--- src/rtl/uart_tx_arbiter.sv ---
// Frame-locked round-robin arbiter feeding the single UART transmit byte stream.
// The grant is held for a whole frame; a watchdog drops a requester that stalls mid-frame.
module uart_tx_arbiter #(
    parameter int NUM_SRC         = 2,
    parameter int BYTES_PER_FRAME = 8,
    parameter int STALL_TIMEOUT   = 1024
) (
    input  logic                   clk,
    input  logic                   rst,
    input  logic [8*NUM_SRC-1:0]   s_axis_tdata,
    input  logic [NUM_SRC-1:0]     s_axis_tvalid,
    output logic [NUM_SRC-1:0]     s_axis_tready,
    output logic [7:0]             m_axis_tdata,
    output logic                   m_axis_tvalid,
    input  logic                   m_axis_tready,
    output logic [NUM_SRC-1:0]     grant,
    output logic                   busy,
    output logic                   frame_abort
);

    localparam int IW = $clog2(NUM_SRC);
    localparam int BW = $clog2(BYTES_PER_FRAME + 1);
    localparam int SW = $clog2(STALL_TIMEOUT + 1);
    localparam logic [IW-1:0] LAST_SRC   = IW'(NUM_SRC - 1);
    localparam logic [BW-1:0] LAST_BYTE  = BW'(BYTES_PER_FRAME - 1);
    localparam logic [SW-1:0] STALL_LAST = SW'(STALL_TIMEOUT - 1);

    typedef enum logic {IDLE, BUSY} state_t;

    state_t             state, state_d;
    logic [IW-1:0]      owner, owner_d;
    logic [IW-1:0]      rr_ptr, rr_d;
    logic [IW-1:0]      pick, next_ptr, cand;
    logic               pick_vld;
    logic [NUM_SRC-1:0] grant_d;
    logic [BW-1:0]      byte_cnt, byte_d;
    logic [SW-1:0]      stall_cnt, stall_d;
    logic               abort_d;
    logic               src_vld, hs;
    logic [7:0]         sel_data;
    int                 scan;

    // Scan downward so the nearest requester at or after rr_ptr wins.
    always_comb begin
        pick     = '0;
        pick_vld = 1'b0;
        scan     = 0;
        cand     = '0;
        for (int k = NUM_SRC - 1; k >= 0; k--) begin
            scan = int'(rr_ptr) + k;
            if (scan >= NUM_SRC) scan = scan - NUM_SRC;
            cand = scan[IW-1:0];
            if (s_axis_tvalid[cand]) begin
                pick     = cand;
                pick_vld = 1'b1;
            end
        end
    end

    always_comb begin
        sel_data = '0;
        for (int i = 0; i < NUM_SRC; i++) begin
            if (owner == IW'(i)) sel_data = s_axis_tdata[8*i +: 8];
        end
    end

    assign busy          = (state == BUSY);
    assign src_vld       = s_axis_tvalid[owner];
    assign m_axis_tvalid = busy & src_vld;
    assign m_axis_tdata  = busy ? sel_data : 8'h00;
    assign s_axis_tready = busy ? (grant & {NUM_SRC{m_axis_tready}}) : '0;
    assign hs            = m_axis_tvalid & m_axis_tready;
    assign next_ptr      = (owner == LAST_SRC) ? '0 : owner + 1'b1;

    always_comb begin
        state_d = state;
        owner_d = owner;
        grant_d = grant;
        rr_d    = rr_ptr;
        byte_d  = byte_cnt;
        stall_d = stall_cnt;
        abort_d = 1'b0;
        unique case (state)
            IDLE: begin
                if (pick_vld) begin
                    state_d       = BUSY;
                    owner_d       = pick;
                    grant_d       = '0;
                    grant_d[pick] = 1'b1;
                    byte_d        = '0;
                    stall_d       = '0;
                end
            end
            BUSY: begin
                if (src_vld) begin
                    stall_d = '0;
                    if (hs) begin
                        if (byte_cnt == LAST_BYTE) begin
                            state_d = IDLE;
                            grant_d = '0;
                            rr_d    = next_ptr;
                            byte_d  = '0;
                        end else begin
                            byte_d = byte_cnt + 1'b1;
                        end
                    end
                end else if (stall_cnt == STALL_LAST) begin
                    // Partial frame is abandoned, not replayed.
                    state_d = IDLE;
                    grant_d = '0;
                    rr_d    = next_ptr;
                    byte_d  = '0;
                    stall_d = '0;
                    abort_d = 1'b1;
                end else begin
                    stall_d = stall_cnt + 1'b1;
                end
            end
        endcase
    end

    always_ff @(posedge clk) begin
        if (rst) begin
            state       <= IDLE;
            owner       <= '0;
            grant       <= '0;
            rr_ptr      <= '0;
            byte_cnt    <= '0;
            stall_cnt   <= '0;
            frame_abort <= 1'b0;
        end else begin
            state       <= state_d;
            owner       <= owner_d;
            grant       <= grant_d;
            rr_ptr      <= rr_d;
            byte_cnt    <= byte_d;
            stall_cnt   <= stall_d;
            frame_abort <= abort_d;
        end
    end

endmodule

--- config.mk ---
export PLATFORM = sky130hd
export DESIGN_NAME = uart_tx_arbiter
export DESIGN_NICKNAME = d
export VERILOG_FILES = /design/src/rtl/uart_tx_arbiter.sv
export SDC_FILE = /design/constraint.sdc
export NUM_CORES = 1
export LEC_CHECK = 0
export ABC_AREA = 0
export BUFFER_PORTS_ARGS = -buffer_cell sky130_fd_sc_hd__buf_2
export CAP_MARGIN = 20
export CORE_UTILIZATION = 49
export CTS_CLUSTER_DIAMETER = 50
export DETAILED_ROUTE_END_ITERATION = 8
export PLACE_DENSITY = 0.78
export SLEW_MARGIN = 20
export SYNTH_ARGS = -nofsm -noshare
export SYNTH_HDL_FRONTEND = slang
export SYNTH_SLANG_ARGS = --single-unit
--- constraint.sdc ---
create_clock -name clk -period 2.8 [get_ports clk]
set_input_delay 0 -clock clk [delete_from_list [all_inputs] [get_ports clk]]
set_output_delay 0 -clock clk [all_outputs]
set_load 0.02 [all_outputs]
==> results by group <==
Status
  – Status: finished, final reports clean

Clock tree
  – CTS H-Tree Depth: 1
  – Root buffer cell: clkbuf_4
  – Clock transition at path regs: 0.11 ns
  – Post-cts resize count: 0
  – CTS Buffer Depth: 2
  – Clk sink count: 21
  – CTS tree: done
  – Hold_buf cts: 0
  – CTS buffer count: 3
  – # Post-CTS Setup Buffers: 0
  – Clk_lat worst skew: 0.29 ns

Min path
  – Min-Delay Endpoint: busy
  – Hold_sp: s_axis_tvalid[1]
  – Worst Hold Depth: 3
  – Worst min path class: in2reg

Global route
  – M3 GR Usage: 3.77%
  – Vias in the first global route: 1025
  – Grt total ovfl: 0
  – GRT met2 Usage: 35.4%
  – Global route hottest layer: met2
  – Initial antenna violation count: 0
  – First-pass GRT wire length: 4460 um
  – Tot GR Track Use: 21.7%
  – Met1 GRT Util: 28.7%
  – Largest net degree at the start of global routing: 26

Worst setup path
  – FF-to-FF setup slack: 0.69 ns
  – Cell chain of the critical path: ha_1 > nand3_2 > or4_4 > a211o_1 > a31o_1
  – RR Endpoint: grant[1]
  – Bufs and invs on worst path: 0
  – Worst R2R Path Depth: 5
  – CP Capture Type: register
  – CP Data Arrival Time: 2.31 ns
  – CP peak stage delay: 0.66 ns
  – Slowest-stage cell, CP: or4_4
  – Startpoint Class: register
  – WS Path Type: reg2reg
  – CP Max Fanout: 12
  – Largest delay share family, worst path: simple AND/OR/NAND/NOR gates
  – RR Startpoint: stall_cnt[0]
  – Crit path required time: 3.00 ns

Final layout
  – Core occupancy in the finished layout: 59.9%
  – Area growth, synth to finish: 16.8%
  – FILL cells: 228
  – Register Area: 420 um^2
  – Share of cells above drive strength 1: 25.4%
  – Antenna diode count: 0
  – Multi-input logic area: 788 um^2
  – Final nets: 205
  – Layout Cells excl Fill: 211

Timing
  – Final hold vios: 0
  – Crit path time final: 2.11 ns
  – Slew @ Worst Pin: 0.777 ns
  – RSZ-0062 raised after global routing: false
  – Slew margin rel.: 47.9%
  – Final number of setup-violating endpoints: 0
  – Achievable Freq: 474 MHz
  – Tcrit/Tclk final: 75.3%
  – Max-slew violations: 0
  – Final hold slack: 0.0530 ns
  – Layout Skew: 0.00202 ns
  – Total negative slack: 0 ns

Power and ir drop
  – Total power: 0.589 mW
  – Power Density: 400 mW/mm^2
  – Leakage power: 0.590 nW
  – Worst vdd ir: 0.000359 V

Logic synthesis
  – Most frequent cell after synthesis: dfxtp_1
  – Sequential area share after synthesis: 33.4%
  – Top FF cell, synth: dfxtp_1
  – Warnings, synthesis: 0
  – Synth Net Count: 172
  – Most frequent cells after synthesis: 21 x dfxtp_1, 15 x nand2_1, 11 x nor2b_1, 10 x mux2i_1
  – Post-synth cell types: 47
  – Main area contributors after synthesis: dfxtp_1 33%, mux2i_1 8.0%, nor2b_1 5.5%
  – Synth Cell Area: 0.00126 mm^2
  – Number of flops mapped to enable cells by yosys: 0
  – Syn avg cell area: 8.45 um^2
  – Top cell type's share of synthesized area: 33.4%
  – Cell count after synthesis: 149
  – #FFs+latches synth: 21
  – Async SR Flop Fraction: 0%
  – Area leader, netlist: dfxtp_1

Detailed routing
  – Detailed-route via count: 1246
  – Final wirelength: 2910 um
  – Routed len/inst: 13.8 um
  – DR iter-0 viols: 41
  – ANT nets after route: 0
  – Pre-Repair DR Iteration Count: 4
  – Routed vias/inst: 5.91
  – DRC: 0

Floorplanning
  – Initial Util: 51.3%
  – Die width: 52.7 um
  – Overall die height: 52.7 um
  – Std-Cell Rows: 18
  – Core area: 0.00245 mm^2
  – Die area: 0.00278 mm^2
  – IO Pins: 36

Placed design
  – Placed Instances: 207
  – IO Port Bufs: 35
  – HPWL Detailed: 2120 um
  – Placer Congestion: 0.913

Run
  – Max Cap Viol: 0
[cell usage in the layout, fill, tap and decap left out, types with 2 or more instances in the layout]
cell,synthesis,routed
a21oi_1,8,8
o21a_1,2,2
clkbuf_4,0,3
nor3_1,5,5
a31oi_1,4,4
o21ai_0,8,8
mux2i_1,10,10
or3_1,2,2
nor2b_1,11,11
nand4_1,6,6
a311oi_1,2,2
nand2_1,15,15
nor3b_1,3,3
and3_1,4,4
xor2_1,2,2
a211o_1,2,2
nor2_1,6,6
dfxtp_1,21,21
ha_1,2,2
inv_1,4,4
buf_2,1,35
[cells by family (layout without fill, tap and decap cells)]
| kind of cell | Yosys count | after routing | share of synthesized area, % |
|---|---|---|---|
| simple gates | 66 | 66 | 30.9 |
| compound gates | 34 | 34 | 18.6 |
| flops | 21 | 21 | 33.4 |
| mux | 12 | 12 | 9.74 |
| buf+inv | 12 | 44 | 3.98 |
| fa+ha+maj | 2 | 2 | 1.99 |
| xor+xnor | 2 | 2 | 1.39 |
[registers in the layout, indices dropped and copies added, names as in the netlist]
register and flops:
busy 1, byte_cnt 4, frame_abort 1, grant 2
owner 1, rr_ptr 1, stall_cnt 11
[routing by layer]
layer	wire length (um)	vias up	part of all wire, %
li1	-	611	-
met1	1330	581	46
met4	6	0	0.21
met2	1400	50	48
met3	173	4	5.9
met5	0	-	0
[per-stage QoR]
step	setup slack, ns	cell area (um^2)
finish	0.691	1470
global route	0.607	1470
CTS	0.707	1470
detailed placement	0.725	1440
global placement	0.778	1440
floorplan	0.837	1260
[worst register-to-register path: stages (launching register included)]
cell and delay (ns):
dfxtp_1 0.39, ha_1 0.22, nand3_2 0.17, or4_4 0.66, a211o_1 0.36, a31o_1 0.22
[worst max path at each step]
stage | endpoint | slack, ns | cells past startpoint | startpoint
floorplan | rr_ptr | 0.84 | 6 | stall_cnt[0]
global route | grant[1] | 0.61 | 5 | stall_cnt[0]
global placement | grant[1] | 0.78 | 5 | stall_cnt[0]
CTS | grant[1] | 0.71 | 5 | stall_cnt[0]
finish | grant[1] | 0.69 | 5 | stall_cnt[0]
detailed placement | grant[1] | 0.73 | 5 | stall_cnt[0]
[final cells by class]
cell class | instances | area share (%)
Multi-Input combinational cell | 116 | 53.6
Sequential cell | 21 | 28.6
Timing Repair Buffer | 36 | 12.4
Tap cell | 30 | 2.55
Clock buffer | 4 | 1.79
Inverter | 4 | 1.02
[power breakdown]
part	leakage, nW	switching (mW)	total (mW)	internal (mW)
Clock	0.0150	0.0868	0.142	0.0554
Sequential	0.170	0.0123	0.318	0.305
Combinational	0.405	0.0763	0.129	0.0524
Total	0.590	0.175	0.589	0.413
No activity file was read; power rests on OpenSTA's default activity.
